**src/rtl/regfile_write_arbiter.sv**
```systemverilog
// regfile_write_arbiter: shares the register file write port between writeback and the jal $ra link write.
// Define REGFILE_LINK_BYPASS_EN to enable the decode read bypass of pending/in-flight writes.
module regfile_write_arbiter #(
    parameter int CNT_W = 8
) (
    input  logic             clk,
    input  logic             rst_n,
    input  logic             wb_valid,
    input  logic [4:0]       wb_addr,
    input  logic [31:0]      wb_data,
    input  logic             link_valid,
    input  logic [31:0]      link_pc,
    output logic             link_ready,
    output logic             rf_we,
    output logic [4:0]       rf_waddr,
    output logic [31:0]      rf_wdata,
    input  logic [4:0]       rd_addr_a,
    input  logic [4:0]       rd_addr_b,
    output logic             byp_hit_a,
    output logic             byp_hit_b,
    output logic [31:0]      byp_data_a,
    output logic [31:0]      byp_data_b,
    output logic [CNT_W-1:0] conflict_cnt
);
    typedef enum logic {EMPTY, HELD} state_t;
    state_t state, state_next;
    logic [31:0] hold_pc;
    logic wb_eff, link_acc, capture;
    logic we_next;
    logic [4:0] waddr_next;
    logic [31:0] wdata_next;

    assign wb_eff     = wb_valid && wb_addr != 5'd0;
    assign link_ready = state == EMPTY;
    assign link_acc   = link_valid && link_ready;
    assign capture    = link_acc && wb_eff;

    always_comb begin
        state_next = state;
        we_next    = 1'b0;
        waddr_next = '0;
        wdata_next = '0;
        if (wb_eff) begin
            we_next    = 1'b1;
            waddr_next = wb_addr;
            wdata_next = wb_data;
        end
        if (state == HELD) begin
            if (!wb_eff) begin
                we_next    = 1'b1;
                waddr_next = 5'd31;
                wdata_next = hold_pc;
                state_next = EMPTY;
            end
        end else if (capture) begin
            state_next = HELD;
        end else if (link_acc) begin
            we_next    = 1'b1;
            waddr_next = 5'd31;
            wdata_next = link_pc;
        end
    end

    always_ff @(posedge clk or negedge rst_n) begin
        if (!rst_n) begin
            state        <= EMPTY;
            hold_pc      <= '0;
            rf_we        <= 1'b0;
            rf_waddr     <= '0;
            rf_wdata     <= '0;
            conflict_cnt <= '0;
        end else begin
            state    <= state_next;
            rf_we    <= we_next;
            rf_waddr <= waddr_next;
            rf_wdata <= wdata_next;
            if (capture) hold_pc <= link_pc;
            if (capture && conflict_cnt != {CNT_W{1'b1}}) conflict_cnt <= conflict_cnt + 1'b1;
        end
    end

`ifdef REGFILE_LINK_BYPASS_EN
    // Held $ra wins over the in-flight write: it is younger than any WB issued while held.
    logic held_a, held_b, fwd_a, fwd_b;
    assign held_a     = state == HELD && rd_addr_a == 5'd31;
    assign held_b     = state == HELD && rd_addr_b == 5'd31;
    assign fwd_a      = rf_we && rf_waddr == rd_addr_a && rd_addr_a != 5'd0;
    assign fwd_b      = rf_we && rf_waddr == rd_addr_b && rd_addr_b != 5'd0;
    assign byp_hit_a  = held_a || fwd_a;
    assign byp_hit_b  = held_b || fwd_b;
    assign byp_data_a = held_a ? hold_pc : fwd_a ? rf_wdata : '0;
    assign byp_data_b = held_b ? hold_pc : fwd_b ? rf_wdata : '0;
`else
    logic unused_rd;
    assign unused_rd  = ^{rd_addr_a, rd_addr_b};
    assign byp_hit_a  = 1'b0;
    assign byp_hit_b  = 1'b0;
    assign byp_data_a = '0;
    assign byp_data_b = '0;
`endif
endmodule

```
**config.mk**
```make
export PLATFORM = sky130hd
export DESIGN_NAME = regfile_write_arbiter
export DESIGN_NICKNAME = d
export VERILOG_FILES = /design/src/rtl/regfile_write_arbiter.sv
export SDC_FILE = /design/constraint.sdc
export NUM_CORES = 1
export LEC_CHECK = 0
export ABC_AREA = 0
export ABC_CLOCK_PERIOD_IN_PS = 1500
export BUFFER_PORTS_ARGS = -buffer_cell sky130_fd_sc_hd__buf_2
export CAP_MARGIN = 15
export CELL_PAD_IN_SITES_DETAIL_PLACEMENT = 0
export CELL_PAD_IN_SITES_GLOBAL_PLACEMENT = 1
export CORE_MARGIN = 3
export CORE_UTILIZATION = 30
export DETAILED_ROUTE_END_ITERATION = 8
export GPL_TIMING_DRIVEN = 0
export HOLD_SLACK_MARGIN = 0.08
export PLACE_DENSITY = 0.81
export SETUP_SLACK_MARGIN = 0.02
export SYNTH_ARGS = -nofsm -noshare
export SYNTH_HDL_FRONTEND = slang
export SYNTH_SLANG_ARGS = --single-unit
```
**constraint.sdc**
```tcl
create_clock -name clk -period 1.5 [get_ports clk]
set_input_delay 0.075 -clock clk [delete_from_list [all_inputs] [get_ports clk]]
set_output_delay 0.075 -clock clk [all_outputs]
set_load 0.02 [all_outputs]
```
==> summary.txt, run 1 <==
Run status
  – Status: finished, final reports clean

STA
  – Fin crit share: 97.0%
  – RSZ-0062 raised after global routing: yes
  – Max-slew violations: 0
  – Final worst clock skew: about 0.0086 ns
  – Final setup vio count: 0
  – Final min period: 1.46 ns
  – Fin. Hold Viols: 0
  – WHS: 0.179 ns
  – Fmax: 687 MHz

Placement
  – Placer Congestion: 0.714
  – DP Wirelength: 6800 um
  – Placed Instances: 686
  – Port Buf Inserts: around 120

Routing
  – Via density: 4.19
  – Drt pass-1 iters: 4
  – Routed WL: 10700 um
  – DR WL/cell: 13.6 um
  – DRC Markers: 0
  – Routed vias: 3296
  – Iteration-0 DRC count of the detailed router: 159
  – Antenna-violating nets left: 0

Global routing
  – Vias in the first global route: 3481
  – First-pass GRT wire length: 17200 um
  – Largest net degree at the start of global routing: slightly above 60
  – Initial antenna violation count: 0
  – GR Overflow Total: 0
  – GRT Total Usage: between 10% and 20%

Job
  – Max Cap Viol: 0

Worst setup path
  – Type of the worst setup path: reg -> reg
  – CP required: 1.71 ns
  – Crit path max fanout: 5
  – Max incr delay on CP: between 0.4 and 0.5 ns
  – Startpoint types: flip-flop
  – CP endpoint kind: flip-flop
  – Cell Chain, Critical Path: ha_2, and4_4, nor2_4, mux2_4
  – Worst reg-to-reg path cell count: 4
  – WP data arrival: 1.66 ns
  – CP max-delay cell: dfrtp_2

Clock network
  – Num CTS Buffers: 9
  – CTS sink cnt: 79
  – CTS tree: done
  – Skew-Pair Late Insertion Delay: around 0.33 ns
  – Root buffer cell: clkbuf_16
  – H-tree levels: 3
  – Clock Tree Buf Depth: 2
  – Clock slew at reported path FFs: 0.06 ns

Pwr
  – Leakage power: 3.11 nW
  – Pwr/cell area: 1160 nW/um^2
  – Peak supply drop: 0.000517 V

Logic synthesis
  – Synth top cells by count: dfrtp_1, buf_4, nor2_1, a21oi_1, a22oi_1
  – Yosys cell types: 28
  – Synth Flop Type: dfrtp_1
  – Synth top area share: 53.0%
  – Synth Instances: 333
  – YS warnings: 0
  – Most frequent cell after synthesis: dfrtp_1
  – Syn Area/Cell: 11.2 sq um
  – Number of synthesized flops with an enable pin: 0
  – Ys async rst share: between 90% and 100%
  – Number of synthesized register bits: roughly 80
  – Top cells by area, synth: dfrtp_1, buf_4, mux2_2
  – Synthesized area: 3730 sq um
  – Dominant cell type by area after synthesis: dfrtp_1
  – Seq/Total Area, Yosys: between 50% and 60%

Floorplanning
  – Die X: 117 um
  – Site Rows: 40
  – Core ar.: between 10000 and 15000 sq um
  – Die Height: 117 um
  – Io pins: between 150 and 200
  – Starting density of the core: 30.9%
  – Die area: 13800 sq um

Final layout
  – Nets: 699
  – ANT cells: 0
  – Non-Filler Instances: roughly 790
  – P&R area growth vs syn: 65.7%
  – Share of layout cells above drive strength 1: between 40% and 50%

Hold path
  – HP Class: in -> async
registers in the layout (all words and copies together) (netlist names):
signal,cells
rf_we,1
state,1
conflict_cnt,8
hold_pc,32
rf_waddr,5
rf_wdata,32
critical path, delay by kind of cell (launching register included):
family                   cells  cell delay (ns)
multiplexers                 1             0.31
adder cells (fa/ha/maj)      1             0.22
flip-flops                   1             0.43
AND/OR/NAND/NOR              2             0.37
power breakdown:
group	leakage (nW)	switching, mW	total [mW]	internal, mW
clock	0.160	0.831	2.45	1.62
sequential	0.929	0.213	2.70	2.49
combinational	2.03	0.981	1.99	1.01
layout make-up:
| class | instances | area, sq um |
|---|---|---|
| timing repair buffer | 209 | 1510 |
| buffer | 82 | 621 |
| clock buffer | 11 | 233 |
| clock inverter | 4 | 95.1 |
| sequential | 79 | 1980 |
| multi-input combinational | 232 | 1530 |
| inverter | 2 | 7.51 |
| tap | 168 | 210 |
| fill | 1064 | 5880 |
stage by stage:
stage          setup TNS, ns  instance area (sq um)  setup WS [ns]  util (%)  power (mW)
6_report                   0                   6180         0.0443      51.2        7.14
5_1_grt                    0                   6180         0.0130      51.2        7.47
4_1_cts               -0.826                   6100        -0.0658      50.6        6.96
3_5_place_dp          -20.31                   4830         -0.347      40.1        4.22
3_3_place_gp          -37.60                   4800         -0.360      39.8        4.15
2_1_floorplan         -0.280                   4000        -0.0253         -        3.70
what timing repair did:
item	CTS	global route
cloned	2	0
resized for setup	42	12
endpoints found under the setup margin	71	75
pin swaps	3	6
hold buffers	71	0
buffers inserted	8	9
hold endpoints to repair	149	0
cell usage in the layout, fill, tap and decap left out, drive strengths merged, types with 2 or more instances in the layout:
| cell | synthesis | routed |
|---|---|---|
| dfrtp | 79 | 79 |
| nand2 | 3 | 3 |
| and4 | 2 | 2 |
| a22oi | 32 | 32 |
| buf | 75 | 212 |
| nor3 | 3 | 3 |
| xor2 | 4 | 4 |
| clkbuf | 10 | 19 |
| inv | 2 | 2 |
| dlygate4sd3 | 0 | 71 |
| bufinv | 0 | 3 |
| o21a | 5 | 5 |
| nand3 | 2 | 2 |
| mux2 | 35 | 35 |
| nor2 | 37 | 37 |
| nand4 | 2 | 2 |
| a21oi | 32 | 32 |
| conb | 1 | 66 |
logic make-up after synthesis:
kind of cell | count (synthesis) | synth area share (%)
other | 1 | 0.101
XOR/XNOR | 5 | 1.17
AND/OR/NAND/NOR | 54 | 6.54
flip-flops | 79 | 53.0
AO/OA/AOI/OAI | 71 | 12.3
buffers and inverters | 87 | 15.9
adder cells (fa/ha/maj) | 1 | 0.336
multiplexers | 35 | 10.6
layer usage:
layer | part of all wire, % | up-vias | track usage [%] | wire length, um
li1 | - | 1583 | - | -
met1 | 40 | 1550 | 17.8 | 4310
met4 | 1.9 | 0 | 7.40 | 204
met2 | 52 | 148 | 27.5 | 5540
met3 | 6.1 | 15 | 2.88 | 651
met5 | 0 | - | 0 | 0
worst paths after layout:
path	from	end	slack, ns
setup reg to reg	conflict_cnt[0]	conflict_cnt[1]	0.04
hold reg to reg	conflict_cnt[5]	conflict_cnt[5]	0.50
hold / removal	rst_n	conflict_cnt[3]	0.18
min in group clk	wb_valid	rf_we	0.26
max in group asynchronous	rst_n	hold_pc[17]	0.72
setup / recovery	conflict_cnt[0]	conflict_cnt[1]	0.04
Power figures use the tool's default switching activity.
==> run 2, diff against run 1 <==
--- a/config.mk
+++ b/config.mk
@@ -9,7 +9,7 @@
 export ABC_CLOCK_PERIOD_IN_PS = 1500
 export BUFFER_PORTS_ARGS = -buffer_cell sky130_fd_sc_hd__buf_2
 export CAP_MARGIN = 15
-export CELL_PAD_IN_SITES_DETAIL_PLACEMENT = 0
+export CELL_PAD_IN_SITES_DETAIL_PLACEMENT = 1
 export CELL_PAD_IN_SITES_GLOBAL_PLACEMENT = 1
 export CORE_MARGIN = 3
 export CORE_UTILIZATION = 30
==> run 2 against run 1 <==
First-iteration DRC count decreased by 21%. Clock skew decreased by 0.0019 ns. Clock-buffer cell count unchanged. Via count increased by 3.4%. Routed wire length increased by 17%. Global-route usage increased by 2.9 points. Cell count decreased by 0.76%. Cell area decreased by 1.7%. Setup slack got worse by 0.043 ns. Critical path type unchanged. Largest cell class unchanged. Largest power group unchanged.
==> summary.txt, run 2 (same netlist as run 1, synthesis figures left out) <==
Run status
  – Status: finished, final reports clean

Hold path
  – HP Class: in -> async

STA
  – Final min period: 1.50 ns (+0.0433 ns)
  – Final worst clock skew: 0.00675 ns (-0.00186 ns)
  – Final worst slack: 0.00109 ns (-0.0433 ns)
  – Final setup vio count: 0 (unchanged)
  – Fin crit share: 99.9% (+2.9 points)
  – Max-slew violations: 0 (unchanged)
  – Fmax: 667 MHz (-2.9%)
  – Fin. Hold Viols: 0 (unchanged)
  – RSZ-0062 raised after global routing: yes

Global routing
  – Largest net degree at the start of global routing: 62 (unchanged)
  – Vias in the first global route: 3800 (+9.2%)
  – GR Overflow Total: 0 (unchanged)
  – First-pass GRT wire length: 20100 um (+17%)
  – Initial antenna violation count: 1 (+1)
  – GRT Total Usage: 18.3% (+2.9 points)

Worst setup path
  – Type of the worst setup path: reg -> reg
  – CP endpoint kind: flip-flop
  – Worst reg-to-reg path cell count: 5 (+1)
  – Cell Chain, Critical Path: nor2b_4, buf_6, o211ai_4, buf_2, mux2_2
  – R2r startpoint: state
  – CP max-delay cell: dfrtp_2
  – Startpoint types: flip-flop
  – CP endpoint: hold_pc[18]
  – WP data arrival: 1.72 ns (+0.06 ns)
  – Crit path max fanout: 10 (+5)
  – Max incr delay on CP: 0.41 ns (-0.02 ns)
  – FF-to-FF setup slack: 0.001 ns (-0.04 ns)
  – CP required: 1.72 ns (about the same)
  – Reg-to-reg endpoint: hold_pc[18]
  – Critical path launch point: state

Floorplanning
  – Site Rows: 40 (unchanged)
  – Io pins: 196 (unchanged)
  – Starting density of the core: 30.9% (unchanged)
  – Core ar.: 12100 sq um (unchanged)
  – Die area: 13800 sq um (unchanged)
  – Die X: 117 um (unchanged)
  – Die Height: 117 um (unchanged)

Final layout
  – Fillers: 1365 (+28%)
  – Commonest non-fill, non-tap cell in the layout: buf_2
  – P&R area growth vs syn: 62.9%
  – Nets: 692 (-1.0%)
  – Non-Filler Instances: 781 (-0.76%)
  – Most frequent cells in the layout: buf_2, buf_4, dfrtp_1, dlygate4sd3_1, conb_1
  – Multi-input gate area: 1520 sq um (-0.57%)
  – Core Util, Final: 50.3% (-0.89 points)
  – Share of layout cells above drive strength 1: 45.8% (-0.45 points)
  – Sequential cell area: 1980 sq um (unchanged)
  – Largest registers: hold_pc: 32 flops, rf_wdata: 32 flops, conflict_cnt: 8 flops

Clock network
  – Skew-Pair Late Insertion Delay: 0.34 ns (about the same)
  – H-tree levels: 3 (unchanged)
  – Clock Tree Buf Depth: 2 (unchanged)
  – Clock slew at reported path FFs: 0.06 ns (about the same)
  – Root buffer cell: clkbuf_16
  – Num CTS Buffers: 9 (unchanged)
  – CTS tree: done
  – CTS sink cnt: 79 (unchanged)

Placement
  – DP Wirelength: 7880 um (+16%)
  – Worst slack, placed: -0.397 ns (-0.0501 ns)
  – Placer Congestion: 0.714 (unchanged)
  – Port Buf Inserts: 119 (unchanged)
  – Placed Instances: 686 (unchanged)

Routing
  – Via density: 4.36 (+4.2%)
  – Routed vias: 3407 (+3.4%)
  – Drt pass-1 iters: 4 (unchanged)
  – Routed WL: 12600 um (+17%)
  – Iteration-0 DRC count of the detailed router: 125 (-21%)
  – DRC Markers: 0 (unchanged)
  – DR WL/cell: 16.1 um (+18%)
  – Antenna-violating nets left: 0 (unchanged)

Pwr
  – Pwr/cell area: 1140 nW/um^2 (-1.4%)
  – Peak supply drop: 0.000483 V (-6.7%)
  – Leakage power: 3.06 nW (-1.8%)

Job
  – Max Cap Viol: 0 (unchanged)
[run 2: how the worst min path moves through the flow]
| stage | startpoint | to | slack [ns] | cells after the start |
|---|---|---|---|---|
| after CTS | rst_n | rf_wdata[6] | 0.16 | 2 |
| after floorplan | rst_n | conflict_cnt[0] | -0.22 | 0 |
| after global placement | link_pc[25] | hold_pc[25] | 0.31 | 2 |
| after global routing | rst_n | conflict_cnt[1] | 0.20 | 2 |
| after detailed placement | rst_n | conflict_cnt[3] | -0.02 | 1 |
| final | rst_n | conflict_cnt[3] | 0.16 | 2 |
[run 2: report_power, final]
group | leakage, nW | total [mW] | internal (mW) | switching [mW]
registers | 0.928 | 2.73 | 2.49 | 0.238
logic | 1.97 | 1.85 | 0.886 | 0.960
clock network | 0.155 | 2.34 | 1.49 | 0.852
[run 2: layer usage]
metal,share of wire (%),vias up,track usage (%)
met5,0,-,0
li1,-,1571,-
met3,4.7,35,3.75
met2,54,135,32.9
met1,38,1666,20.4
met4,3.6,0,9.60
[run 2: stage by stage]
step	hold WS, ns	area, sq um	TNS [ns]	power [mW]
2_1_floorplan	-0.221	4000	-0.280	3.70
3_3_place_gp	0.305	4800	-37.60	4.15
3_5_place_dp	-0.0174	4830	-22.18	4.25
4_1_cts	0.163	5970	-3.88	6.83
5_1_grt	0.200	6070	-1.31	7.25
6_report	0.163	6070	0	6.91
[run 2: final cells by class]
| cell class | count | area share, % |
|---|---|---|
| antenna | 1 | 0.0412 |
| buffer | 83 | 10.4 |
| clock buffer | 11 | 4.00 |
| clock inverter | 4 | 1.15 |
| inverter | 2 | 0.124 |
| multi-input combinational | 232 | 25.0 |
| sequential | 79 | 32.6 |
| tap | 168 | 3.46 |
| timing repair buffer | 201 | 23.2 |
[run 2: repair_timing]
action / 4_1_cts / 5_1_grt
setup buffers: 5 / 4
gates cloned: 1 / 0
gates resized for setup: 19 / 35
endpoints found under the setup margin: 71 / 72
endpoints found under the hold margin: 149 / 0
pin swaps: 3 / 1
hold buffers: 71 / 0
[run 2: worst max-delay path, delay by kind of cell, from the launching register on]
kind	cells	cell delay (ns)
multiplexers	1	0.39
AO/OA/AOI/OAI	1	0.10
flip-flops	1	0.41
buffers and inverters	2	0.44
AND/OR/NAND/NOR	1	0.05
==> run 3, diff against run 2 <==
--- a/config.mk
+++ b/config.mk
@@ -11,13 +11,12 @@
 export CAP_MARGIN = 15
 export CELL_PAD_IN_SITES_DETAIL_PLACEMENT = 1
 export CELL_PAD_IN_SITES_GLOBAL_PLACEMENT = 1
-export CORE_MARGIN = 3
+export CORE_MARGIN = 10
 export CORE_UTILIZATION = 30
 export DETAILED_ROUTE_END_ITERATION = 8
 export GPL_TIMING_DRIVEN = 0
 export HOLD_SLACK_MARGIN = 0.08
 export PLACE_DENSITY = 0.81
-export SETUP_SLACK_MARGIN = 0.02
 export SYNTH_ARGS = -nofsm -noshare
 export SYNTH_HDL_FRONTEND = slang
 export SYNTH_SLANG_ARGS = --single-unit
==> run 3 against run 2 <==
Register-to-register slack gained 0.02 ns. Global-route usage shrank 2.4 points. Highest routed layer unchanged. Combinational power grew 3%. Clock-buffer cell count is the same. Critical path type unchanged.
==> summary.txt, run 3 (same netlist as run 1, synthesis figures left out) <==
Routing
  – DR WL/cell: 17.8 um (+11%)
  – Drt pass-1 iters: 4 (unchanged)
  – Via density: 4.30 (-1.4%)
  – Routed WL: 14000 um (+12%)
  – Iteration-0 DRC count of the detailed router: 116 (-7.2%)
  – DRC Markers: 0 (unchanged)
  – Routed vias: 3385 (-0.65%)
  – Antenna-violating nets left: 0 (unchanged)

STA
  – WHS: 0.260 ns (+0.0967 ns)
  – Fin crit share: 98.5% (-1.4 points)
  – RSZ-0062 raised after global routing: yes
  – Fin. Hold Viols: 0 (unchanged)
  – Final min period: 1.48 ns (-0.0208 ns)
  – Rel. slew slack: between 60% and 70%
  – Final worst clock skew: 0.00687 ns (+0.000120 ns)
  – Least-Margin Pin Slew: 0.545 ns
  – Final setup vio count: 0 (unchanged)
  – Max-slew violations: 0 (unchanged)
  – Fmax: 677 MHz (+1.4%)

Floorplanning
  – Core ar.: 12100 sq um (+0.41%)
  – Io pins: 196 (unchanged)
  – Site Rows: 40 (unchanged)
  – Die area: 17300 sq um (+25%)
  – Die X: 131 um (+12%)
  – Die Height: 131 um (+12%)
  – Starting density of the core: 30.8% (-0.13 points)

Run status
  – Status: finished, final reports clean

Job
  – Max Cap Viol: 0 (unchanged)

Hold path
  – Hold path start: wb_valid
  – HP Class: in -> reg

Placement
  – Port Buf Inserts: 119 (unchanged)
  – Placed Instances: 686 (unchanged)
  – Placer Congestion: 0.717 (+0.43%)
  – DP Wirelength: 9250 um (+17%)

Clock network
  – Skew-Pair Late Insertion Delay: 0.33 ns (about the same)
  – Clock slew at reported path FFs: 0.06 ns (about the same)
  – CTS sink cnt: 79 (unchanged)
  – Root buffer cell: clkbuf_16
  – H-tree levels: 3 (unchanged)
  – CTS tree: done
  – Num CTS Buffers: 9 (unchanged)
  – Clock Tree Buf Depth: 2 (unchanged)

Final layout
  – Non-Filler Instances: 787 (+0.77%)
  – P&R area growth vs syn: 65.4%
  – Nets: 696 (+0.58%)
  – Core Util, Final: 50.9% (+0.59 points)
  – Commonest non-fill, non-tap cell in the layout: buf_2
  – Largest registers: hold_pc: 32 flops, rf_wdata: 32 flops, conflict_cnt: 8 flops
  – Most frequent cells in the layout: buf_2, dfrtp_1, buf_4, dlygate4sd3_1, conb_1
  – Share of layout cells above drive strength 1: 46.2% (+0.44 points)

Global routing
  – Vias in the first global route: 4067 (+7.0%)
  – Global routing usage on met2: 29.2% (-3.8 points)
  – Met3 usage: 6.17% (+2.4 points)
  – Busiest grt layer: met2
  – Met1 usage: 16.5% (-3.9 points)
  – GR Overflow Total: 0 (unchanged)
  – GRT Total Usage: 15.9% (-2.4 points)
  – Largest net degree at the start of global routing: 43 (-31%)
  – Initial antenna violation count: 2 (+1)
  – First-pass GRT wire length: 22200 um (+10%)

Worst setup path
  – Startpoint types: flip-flop
  – Type of the worst setup path: reg -> reg
  – Crit path max fanout: 4 (-6)
  – WP data arrival: 1.69 ns (-0.03 ns)
  – Critical path launch point: state
  – CP required: 1.71 ns (about the same)
  – FF-to-FF setup slack: 0.02 ns (+0.02 ns)
  – CP endpoint kind: flip-flop
  – R2r startpoint: state

Pwr
  – Pwr/cell area: 1110 nW/um^2 (-2.5%)
  – Leakage power: 3.09 nW (+0.97%)
  – Peak supply drop: 0.000568 V (+18%)
  – Final Power: 6.85 mW (-0.92%)
run 3: cell types whose count changed in the layout (fill, tap and decap cells not counted), moves of 2 or more:
cell,before,now
dfrtp_1,76,78
dfrtp_2,3,1
buf_6,2,4
buf_8,0,4
buf_2,126,122
a22oi_2,2,6
a22oi_1,30,26
run 3: layout make-up:
class	count	area [sq um]
fillers	1379	5940
flip-flops and latches	79	1980
multi-input cells	232	1540
repair buffers	205	1480
plain buffers	83	647
clock buffers	11	243
well taps	168	210
clock inverters	5	56.3
inverters	2	7.51
diodes	2	5.00
run 3: worst paths after layout:
| check | cells after the start | endpoint |
|---|---|---|
| worst max-delay path | 7 | conflict_cnt[4] |
| worst min-delay path | 3 | rf_we |
| worst max register to register | 7 | conflict_cnt[4] |
| worst min register to register | 1 | conflict_cnt[5] |
| max in group asynchronous | 3 | rf_wdata[16] |
| min in group asynchronous | 2 | conflict_cnt[4] |
run 3: layer usage:
layer  share of wire (%)  vias to the layer above
met4                0.83                        0
met1                  38                     1669
met5                   0                        -
met3                 6.9                        8
met2                  54                      126
li1                    -                     1582
run 3: what timing repair did:
| action | CTS | global route |
|---|---|---|
| endpoints found under the hold margin | 107 | 0 |
| setup endpoints to repair | 71 | 70 |
| resized for setup | 44 | 19 |
| buffers inserted | 7 | 4 |
| hold buffers | 71 | 0 |
| pin swaps | 3 | 6 |
| gates cloned | 2 | 1 |
run 3: where the power goes:
| part | internal (mW) | total, mW | switching, mW |
|---|---|---|---|
| sequential | 2.49 | 2.72 | 0.236 |
| clock | 1.34 | 2.22 | 0.887 |
| combinational | 0.908 | 1.91 | 0.997 |
run 3: worst max-delay path: stages (launching register included):
cell      delay [ns]
dfrtp_1         0.41
nor2b_1         0.13
buf_4           0.14
o211ai_4        0.08
buf_6           0.14
buf_6           0.13
nand4b_1        0.19
xnor2_1         0.15
run 3: per-stage QoR:
stage                     instance area (sq um)  setup WS, ns  TNS, ns
after detailed placement                   4820        -0.455   -23.66
after global routing                       6170       -0.0359   -0.402
after floorplan                            4000       -0.0253   -0.280
after CTS                                  6060       -0.0560   -0.479
final                                      6170        0.0219        0
after global placement                     4800        -0.384   -37.45
